$ cat src/rtl/eth_rx_pkg.sv
// Shared types and constants for the GMII receive frame path.
package eth_rx_pkg;

  typedef enum logic [1:0] {
    IDLE = 2'd0,
    PRE  = 2'd1,
    DATA = 2'd2,
    DROP = 2'd3
  } state_t;

  localparam logic [2:0] ERR_OK   = 3'd0;
  localparam logic [2:0] ERR_RX   = 3'd1;
  localparam logic [2:0] ERR_RUNT = 3'd2;
  localparam logic [2:0] ERR_OVER = 3'd3;
  localparam logic [2:0] ERR_DA   = 3'd4;

  localparam logic [7:0]  PREAMBLE_BYTE = 8'h55;
  localparam logic [7:0]  SFD_BYTE      = 8'hD5;
  localparam logic [47:0] BCAST_MAC     = 48'hFFFF_FFFF_FFFF;

  // Byte idx of a MAC address in wire order (idx 0 is the most significant byte).
  function automatic logic [7:0] mac_byte(input logic [47:0] mac, input logic [2:0] idx);
    case (idx)
      3'd0:    mac_byte = mac[47:40];
      3'd1:    mac_byte = mac[39:32];
      3'd2:    mac_byte = mac[31:24];
      3'd3:    mac_byte = mac[23:16];
      3'd4:    mac_byte = mac[15:8];
      3'd5:    mac_byte = mac[7:0];
      default: mac_byte = 8'h00;
    endcase
  endfunction

endpackage

$ cat src/rtl/gmii_rx_da_match.sv
// Destination-address matcher: sticky unicast/broadcast match flags over DA bytes 0..5.
// Flags reflect all DA bytes the cycle after byte 5; no backpressure.
module gmii_rx_da_match
  import eth_rx_pkg::*;
#(
  parameter logic [47:0] LOCAL_MAC = 48'h00_0A_35_01_FE_C0
) (
  input  logic        clk,
  input  logic        rst,
  input  logic        start,
  input  logic        valid,
  input  logic [10:0] idx,
  input  logic [7:0]  data,
  output logic        uni_ok,
  output logic        bc_ok
);

  logic in_da;
  assign in_da = valid && (idx < 11'd6);

  always_ff @(posedge clk or posedge rst) begin
    if (rst) begin
      uni_ok <= 1'b0;
      bc_ok  <= 1'b0;
    end else if (start) begin
      uni_ok <= 1'b1;
      bc_ok  <= 1'b1;
    end else if (in_da) begin
      if (data != mac_byte(LOCAL_MAC, idx[2:0])) uni_ok <= 1'b0;
      if (data != mac_byte(BCAST_MAC, idx[2:0])) bc_ok  <= 1'b0;
    end
  end

endmodule

$ cat src/rtl/gmii_rx_frame_ctrl.sv
// GMII receive frame delineation: strips preamble/SFD, forwards DA..FCS with sof/eof, length/error status, counters.
// Latency 1 cycle from gmii_rxd to frm_data; no backpressure (GMII cannot be stalled).
module gmii_rx_frame_ctrl
  import eth_rx_pkg::*;
#(
  parameter logic [47:0] LOCAL_MAC = 48'h00_0A_35_01_FE_C0,
  parameter int          MIN_LEN   = 64,
  parameter int          MAX_LEN   = 1518,
  parameter bit          DA_CHECK  = 1'b1
) (
  input  logic        gmii_rx_clk,
  input  logic        rst,
  input  logic [7:0]  gmii_rxd,
  input  logic        gmii_rxdv,
  input  logic        gmii_rxerr,
  output logic [7:0]  frm_data,
  output logic        frm_valid,
  output logic        frm_sof,
  output logic        frm_eof,
  output logic [10:0] frm_len,
  output logic [2:0]  frm_err,
  output logic [15:0] cnt_good,
  output logic [15:0] cnt_bad
);

  localparam logic [10:0] MIN_L = 11'(MIN_LEN);
  localparam logic [10:0] MAX_L = 11'(MAX_LEN);

  // Reset asserts immediately but releases on a clock edge.
  logic [1:0] rst_sync;
  logic       rst_int;
  always_ff @(posedge gmii_rx_clk or posedge rst) begin
    if (rst) rst_sync <= 2'b11;
    else     rst_sync <= {rst_sync[0], 1'b0};
  end
  assign rst_int = rst_sync[1];

  state_t      state, state_nxt;
  logic [3:0]  pre_cnt, pre_cnt_nxt;
  logic [10:0] byte_cnt, byte_cnt_nxt;
  logic        rx_bad, rx_bad_nxt;
  logic [7:0]  data_nxt;
  logic        valid_nxt, sof_nxt, eof_nxt;
  logic [10:0] len_nxt;
  logic [2:0]  err_nxt, end_err;
  logic        da_start, uni_ok, bc_ok;

  gmii_rx_da_match #(.LOCAL_MAC(LOCAL_MAC)) u_da_match (
    .clk    (gmii_rx_clk),
    .rst    (rst_int),
    .start  (da_start),
    .valid  (state == DATA && gmii_rxdv),
    .idx    (byte_cnt),
    .data   (gmii_rxd),
    .uni_ok (uni_ok),
    .bc_ok  (bc_ok)
  );

  // Status for a frame ending on rxdv deassertion.
  always_comb begin
    if (rx_bad)                                                  end_err = ERR_RX;
    else if (byte_cnt < MIN_L)                                   end_err = ERR_RUNT;
    else if (DA_CHECK && byte_cnt >= 11'd6 && !(uni_ok || bc_ok)) end_err = ERR_DA;
    else                                                         end_err = ERR_OK;
  end

  always_comb begin
    state_nxt    = state;
    pre_cnt_nxt  = pre_cnt;
    byte_cnt_nxt = byte_cnt;
    rx_bad_nxt   = rx_bad;
    data_nxt     = 8'h00;
    valid_nxt    = 1'b0;
    sof_nxt      = 1'b0;
    eof_nxt      = 1'b0;
    len_nxt      = frm_len;
    err_nxt      = frm_err;
    da_start     = 1'b0;
    case (state)
      IDLE: begin
        if (gmii_rxdv) begin
          if (gmii_rxd == PREAMBLE_BYTE) begin
            state_nxt   = PRE;
            pre_cnt_nxt = 4'd1;
          end else begin
            state_nxt = DROP;
          end
        end
      end
      PRE: begin
        if (!gmii_rxdv) begin
          state_nxt = IDLE;
        end else if (gmii_rxd == PREAMBLE_BYTE) begin
          if (pre_cnt >= 4'd7) state_nxt = DROP;
          else                 pre_cnt_nxt = pre_cnt + 4'd1;
        end else if (gmii_rxd == SFD_BYTE && pre_cnt != 4'd0 && pre_cnt <= 4'd7) begin
          state_nxt    = DATA;
          byte_cnt_nxt = 11'd0;
          rx_bad_nxt   = 1'b0;
          da_start     = 1'b1;
        end else begin
          state_nxt = DROP;
        end
      end
      DATA: begin
        if (gmii_rxdv) begin
          if (byte_cnt == MAX_L) begin
            // Byte beyond the maximum: truncate here and discard the rest.
            state_nxt = DROP;
            eof_nxt   = 1'b1;
            len_nxt   = MAX_L;
            err_nxt   = rx_bad ? ERR_RX : ERR_OVER;
          end else begin
            data_nxt     = gmii_rxd;
            valid_nxt    = 1'b1;
            sof_nxt      = (byte_cnt == 11'd0);
            byte_cnt_nxt = byte_cnt + 11'd1;
            rx_bad_nxt   = rx_bad | gmii_rxerr;
          end
        end else begin
          state_nxt = IDLE;
          eof_nxt   = 1'b1;
          len_nxt   = byte_cnt;
          err_nxt   = end_err;
        end
      end
      DROP: begin
        if (!gmii_rxdv) state_nxt = IDLE;
      end
      default: state_nxt = IDLE;
    endcase
  end

  always_ff @(posedge gmii_rx_clk or posedge rst_int) begin
    if (rst_int) begin
      state     <= IDLE;
      pre_cnt   <= 4'd0;
      byte_cnt  <= 11'd0;
      rx_bad    <= 1'b0;
      frm_data  <= 8'h00;
      frm_valid <= 1'b0;
      frm_sof   <= 1'b0;
      frm_eof   <= 1'b0;
      frm_len   <= 11'd0;
      frm_err   <= 3'd0;
      cnt_good  <= 16'd0;
      cnt_bad   <= 16'd0;
    end else begin
      state     <= state_nxt;
      pre_cnt   <= pre_cnt_nxt;
      byte_cnt  <= byte_cnt_nxt;
      rx_bad    <= rx_bad_nxt;
      frm_data  <= data_nxt;
      frm_valid <= valid_nxt;
      frm_sof   <= sof_nxt;
      frm_eof   <= eof_nxt;
      frm_len   <= len_nxt;
      frm_err   <= err_nxt;
      if (eof_nxt && err_nxt == ERR_OK && cnt_good != 16'hFFFF) cnt_good <= cnt_good + 16'd1;
      if (eof_nxt && err_nxt != ERR_OK && cnt_bad  != 16'hFFFF) cnt_bad  <= cnt_bad + 16'd1;
    end
  end

endmodule

$ cat config.mk
export PLATFORM = sky130hd
export DESIGN_NAME = gmii_rx_frame_ctrl
export DESIGN_NICKNAME = d
export VERILOG_FILES = /design/src/rtl/eth_rx_pkg.sv /design/src/rtl/gmii_rx_da_match.sv /design/src/rtl/gmii_rx_frame_ctrl.sv
export SDC_FILE = /design/constraint.sdc
export NUM_CORES = 1
export LEC_CHECK = 0
export CORE_AREA = 4 4 94 118
export CTS_CLUSTER_SIZE = 40
export DETAILED_ROUTE_END_ITERATION = 16
export DIE_AREA = 0 0 98 122
export DONT_BUFFER_PORTS = 1
export GPL_ROUTABILITY_DRIVEN = 0
export RECOVER_POWER = 50
export SETUP_SLACK_MARGIN = 0.4
export SLEW_MARGIN = 5
export SYNTH_ARGS = -nofsm -noshare
export SYNTH_HDL_FRONTEND = slang
export SYNTH_SLANG_ARGS = --single-unit
$ cat constraint.sdc
create_clock -name gmii_rx_clk -period 7 [get_ports gmii_rx_clk]
set_input_delay 1.05 -clock gmii_rx_clk [delete_from_list [all_inputs] [get_ports gmii_rx_clk]]
set_output_delay 1.05 -clock gmii_rx_clk [all_outputs]
set_load 0.1 [all_outputs]
==> results of run 1 <==
-- through the flow --
| stage | instances | cell area [um2] | setup slack [ns] | power [W] |
|---|---|---|---|---|
| after floorplan | 366 | 3890 | 4.27 | 0.000931 |
| after global placement | 484 | 3980 | 3.99 | 0.000961 |
| after detailed placement | 484 | 3980 | 3.96 | 0.000965 |
| after CTS | 499 | 4260 | 4.01 | 0.00142 |
| after global routing | 499 | 4210 | 2.65 | 0.00146 |
| final | 499 | 4210 | 3.42 | 0.00140 |
-- power by group through the flow --
stage	sequential [W]	clock, W	combinational (W)
after floorplan	0.000817	0	0.000114
after global placement	0.000843	0	0.000118
after global routing	0.000843	0.000482	0.000134
after CTS	0.000836	0.000463	0.000121
final	0.000833	0.000447	0.000115
after detailed placement	0.000845	0	0.000121
-- worst register-to-register path, delay by kind of cell, from the launching register on --
family                 cells  cell delay [ns]
buffers and inverters      2             2.75
DFF                        1             0.36
-- kinds of logic (layout without fill, tap and decap cells) --
logic type,count (synthesis),after routing,synth area share
AOI/OAI and AO/OA,51,51,0.102
xor gates and xnor gates,36,36,0.0810
adders and majority gates,9,9,0.0289
buffers and inverters,27,31,0.0357
DFF,79,79,0.509
muxes,4,4,0.0113
other,1,1,0.000964
and+or+nand+nor,159,159,0.232
-- layout by cell type, fill, tap and decap left out, drive strengths merged, types with 2 or more instances in the layout --
master  instances
inv            14
a21o            2
and2            9
nand2b          3
nand3          22
a31oi           3
o21ai          13
nor2b           2
xor2           17
dfrtp          77
a21oi          11
nor3           13
dfstp           2
and4            4
mux2            3
a22o            2
nand4          14
xnor2          19
clkinv          5
a221oi          2
o31ai           2
nor2           32
o22a            7
ha              9
or3             3
nand2          29
clkbuf         11
and3           11
nor4           12
-- state kept, by name, indices dropped and copies added (netlist names), 2 cells and up --
signal    flops
frm_err       3
rst_sync      2
frm_len      11
frm_data      8
cnt_bad      16
cnt_good     16
pre_cnt       4
byte_cnt     11
state         2
-- cell type report --
type / instances / share of cell area
Inverter: 15 / 0.0134
Sequential cell: 79 / 0.471
Timing Repair Buffer: 1 / 0.000893
Tap cell: 129 / 0.0384
Clock inverter: 5 / 0.0119
Clock buffer: 10 / 0.0544
Multi-Input combinational cell: 260 / 0.410
-- final timing paths --
path                              from           to  slack, ns
min reg2reg                rst_sync[0]  rst_sync[1]       0.36
min                        rst_sync[0]  rst_sync[1]       0.36
max in group gmii_rx_clk   byte_cnt[0]   cnt_bad[8]       3.94
max                        rst_sync[1]      frm_eof       3.42
max reg2reg                rst_sync[1]      frm_eof       3.42
min in group asynchronous  rst_sync[1]   cnt_bad[7]       0.54
-- routing by layer --
layer	GRT usage	vias to the layer above	wire length (um)
met5	0	-	0
met2	0.244	81	4250
met4	0.0571	0	112
met1	0.168	1329	3420
met3	0.0619	11	641
li1	-	1294	-
==> results.sh, run 1 <==
export IMPL_cts_hold_buf=0
export IMPL_arrival_ns=3.46
export IMPL_io_buffers=0
export IMPL_rsz0062_at_grt="no"
export IMPL_drive_gt1_frac=0.0919
export IMPL_htreeDepth=3
export IMPL_post_route_period_util=0.511
export IMPL_clk_pin_slew_ns=0.05
export IMPL_grt_pass1_wl_um=13900
export IMPL_synth_enable_flop_cells=0
export IMPL_cpMaxStageDelayCell="clkbuf_1"
export IMPL_cap_violations=1
export IMPL_maxSlewHeadroom=-0.756
export IMPL_die_area_mm2=0.0120
export IMPL_syn_inst=366
export IMPL_cts_buffers=9
export IMPL_post_route_util=0.420
export IMPL_max_freq_ghz=0.279
export IMPL_postSynthNetCount=387
export IMPL_design_core_area_mm2=0.0100
export IMPL_clockBufferDepth=2
export IMPL_post_route_drc_count=0
export IMPL_multi_input_area_mm2=0.00173
export IMPL_finalSetupViolCount=0
export IMPL_routedWlPerCell_um=16.9
export IMPL_grt_pass1_vias=2697
export IMPL_vias=2715
export IMPL_crit_required_ns=6.88
export IMPL_path_cells="inv_1 -> clkbuf_1"
export IMPL_clk_insertion_delay_late_ns=0.34
export IMPL_hold_path_class="reg -> reg"
export IMPL_critical_path_class="reg -> async"
export IMPL_grt_overflow_total=0
export IMPL_worst_pin_slew_ns=2.63
export IMPL_violations="max-capacitance violations, max-slew violations"
export IMPL_cpPeakStageDelay_ns=1.95
export IMPL_internal_power_w=0.000818
export IMPL_combPwrFrac=0.082
export IMPL_synth_area_mm2=0.00389
export IMPL_nets=387
export IMPL_status="finished with violations"
export IMPL_synth_largest_area_cell="dfrtp_1"
export IMPL_postCtsSetupRepairBufs=0
export IMPL_pwr_share_seq=0.597
export IMPL_peakVddDrop_mv=0.253
export IMPL_swShare=0.414
export IMPL_synth_main_ff_cell="dfrtp_1"
export IMPL_start_util=0.389
export IMPL_min_path_cells=0
export IMPL_worst_setup_path_start_kind="flip-flop"
export IMPL_netSwitchingPower_w=0.000577
export IMPL_n_fill_cell=990
export IMPL_die_width_um=98
export IMPL_seq_area_mm2=0.00198
export IMPL_ys_seq_area_frac=0.509
export IMPL_crit_fanout=49
export IMPL_path_delay_family="buffers and inverters"
export IMPL_tns_ns=0
export IMPL_report_final_slew_viol_count=50
export IMPL_numClockSinks=79
export IMPL_cts_root_buf="clkbuf_16"
export IMPL_rows=41
export IMPL_synth_top_area_share=0.495
export IMPL_ys_warn_count=0
export IMPL_powerDensity_mw_per_mm2=332
export IMPL_antenna_found_initial=0
export IMPL_crit_cells=2
export IMPL_p_leak_nw=1.89
export IMPL_vias_per_cell=5.44
export IMPL_fin_crit_ns=3.58
export IMPL_grtUsageTotal=0.147
export IMPL_syn_area_per_cell_um2=10.6
export IMPL_die_y_um=122
export IMPL_async_reset_ff_frac=1.00
export IMPL_holdWs_ns=0.359
export IMPL_antenna_left=0
export IMPL_synthTopCellsByCount="77 x dfrtp_1, 31 x nor2_1, 28 x nand2_1"
export IMPL_synthDistinctLibCells=64
export IMPL_synth_most_common_cell="dfrtp_1"
export IMPL_r2r_cells=2
export IMPL_cts_tree="built"
export IMPL_hold_viol=0
export IMPL_hpwl_um=6120
export IMPL_syn_to_final_growth_pct=8.07
export IMPL_worst_path_buf_inv=2
export IMPL_drt_iter0_markers=97
export IMPL_grt_max_degree=50
export IMPL_finClkSkew_ns=0.00803
export IMPL_end_kind="async pin"
export IMPL_io_pins=69
export IMPL_post_cts_resized=0
export IMPL_clkPwrFrac=0.320
export IMPL_ys_seq_elements=79
export IMPL_firstDrtPassIters=4
export IMPL_wl_um=8420
export IMPL_antenna_cells=0
export IMPL_yosys_top_cells_area="dfrtp_1 50%, xnor2_1 4.3%, xor2_1 3.8%"
Power figures use the tool's default switching activity.
==> run 2: changes to the inputs <==
==> constraint.sdc (replaced) <==
create_clock -name gmii_rx_clk -period 2.9 [get_ports gmii_rx_clk]
set_input_delay 0.435 -clock gmii_rx_clk [delete_from_list [all_inputs] [get_ports gmii_rx_clk]]
set_output_delay 0.435 -clock gmii_rx_clk [all_outputs]
set_load 0.1 [all_outputs]
==> run 2 against run 1 <==
The run still ends with max-capacitance violations, max-slew violations left; sequential share of layout area down 3.7 points; via count up 6.0%; non-clock buffer count up 44; highest routed layer unchanged.
==> results.sh, run 2 (synthesis results as in run 1) <==
export IMPL_die_width_um=98
export IMPL_critical_path_class="reg -> reg"
export IMPL_final_common_cell="dfrtp_1"
export IMPL_drive_gt1_frac=0.161
export IMPL_cts_tree="built"
export IMPL_io_buffers=0
export IMPL_min_path_cells=1
export IMPL_crit_required_ns=3.12
export IMPL_post_route_drc_count=0
export IMPL_antenna_left=0
export IMPL_finalSetupViolCount=0
export IMPL_vias=2878
export IMPL_rows=41
export IMPL_htreeDepth=3
export IMPL_hold_path_class="in -> reg"
export IMPL_antenna_found_initial=0
export IMPL_clk_insertion_delay_late_ns=0.34
export IMPL_antenna_cells=0
export IMPL_numClockSinks=79
export IMPL_start_util=0.389
export IMPL_crit_fanout=16
export IMPL_r2r_cells=6
export IMPL_routedWlPerCell_um=16.1
export IMPL_cts_buffers=9
export IMPL_holdWs_ns=0.223
export IMPL_fin_crit_ns=2.52
export IMPL_arrival_ns=2.74
export IMPL_worst_pin_slew_ns=1.88
export IMPL_end_kind="flip-flop"
export IMPL_report_final_slew_viol_count=52
export IMPL_max_freq_ghz=0.397
export IMPL_grt_max_degree=52
export IMPL_rsz0062_at_grt="yes"
export IMPL_p_leak_nw=2.03
export IMPL_tns_ns=0
export IMPL_finClkSkew_ns=0.00871
export IMPL_post_route_period_util=0.869
export IMPL_status="finished with violations"
export IMPL_clk_pin_slew_ns=0.06
export IMPL_grtUsageTotal=0.154
export IMPL_grt_pass1_wl_um=14800
export IMPL_vias_per_cell=5.28
export IMPL_drt_iter0_markers=137
export IMPL_violations="max-capacitance violations, max-slew violations"
export IMPL_hpwl_um=6430
export IMPL_clockBufferDepth=2
export IMPL_hold_viol=0
export IMPL_grt_pass1_vias=2898
export IMPL_syn_to_final_growth_pct=17.8
export IMPL_io_pins=69
export IMPL_die_y_um=122
export IMPL_design_core_area_mm2=0.0100
export IMPL_powerDensity_mw_per_mm2=787
export IMPL_final_cell_mix="72 x dfrtp_1, 31 x nor2_1, 28 x nand2_1"
export IMPL_maxSlewHeadroom=-0.257
export IMPL_peakVddDrop_mv=0.743
export IMPL_grt_overflow_total=0
export IMPL_reg_largest_list="cnt_bad: 16 flops, cnt_good: 16 flops"
export IMPL_nets=432
export IMPL_firstDrtPassIters=4
export IMPL_worst_setup_path_start_kind="flip-flop"
export IMPL_cap_violations=1
export IMPL_die_area_mm2=0.0120
export IMPL_cts_root_buf="clkbuf_16"
export IMPL_wl_um=8780
## run 2: critical path, stage by stage, from the launching register on
cell      delay, ns
dfrtp_1        0.32
clkbuf_1       0.99
nand3_1        0.14
o31ai_1        0.45
a21oi_4        0.06
buf_12         0.17
mux2_2         0.26
## run 2: worst paths after layout
path,end,slack (ns),startpoint
max,cnt_bad[1],0.38,cnt_bad[5]
min,frm_data[5],0.22,gmii_rxd[5]
max reg2reg,cnt_bad[1],0.38,cnt_bad[5]
min reg2reg,rst_sync[1],0.36,rst_sync[0]
max in group asynchronous,cnt_good[0],0.70,rst_sync[1]
min in group asynchronous,rst_sync[1],0.56,rst
## run 2: layout make-up
type	instances	area [um2]
inverter	15	61.3
multi-input combinational	261	1800
tap	129	161
clock buffer	11	243
sequential	79	1990
clock inverter	5	81.3
timing repair buffer	45	253
fill	976	5420
## run 2: repair_timing
item / in CTS / in global routing
gates cloned: 0 / 1
hold buffers: 1 / 0
hold endpoints to repair: 2 / 0
setup endpoints to repair: 16 / 16
pin swaps: 0 / 2
buffers inserted: 1 / 4
gates resized for setup: 2 / 5
## run 2: power by group
group	switching (W)	internal, W
Combinational	0.000621	0.000169
Sequential	0.000382	0.00121
Clock	0.000446	0.000777
Total	0.00145	0.00216
## run 2: through the flow
| stage | total power (W) | util | setup WS [ns] | cell area [um2] | std cells |
|---|---|---|---|---|---|
| 2_1_floorplan | 0.00225 | - | 0.401 | 3900 | 366 |
| 6_report | 0.00361 | 0.458 | 0.381 | 4580 | 545 |
| 3_3_place_gp | 0.00241 | 0.427 | 0.371 | 4270 | 522 |
| 4_1_cts | 0.00367 | 0.463 | 0.468 | 4630 | 540 |
| 3_5_place_dp | 0.00243 | 0.427 | 0.285 | 4270 | 522 |
| 5_1_grt | 0.00376 | 0.458 | 0.218 | 4580 | 545 |
## run 2: metal layers
metal | global-route usage | vias up | part of all wire
li1 | - | 1399 | -
met1 | 0.186 | 1395 | 0.42
met2 | 0.250 | 70 | 0.50
met3 | 0.0544 | 14 | 0.070
met4 | 0.0606 | 0 | 0.017
met5 | 0 | - | 0
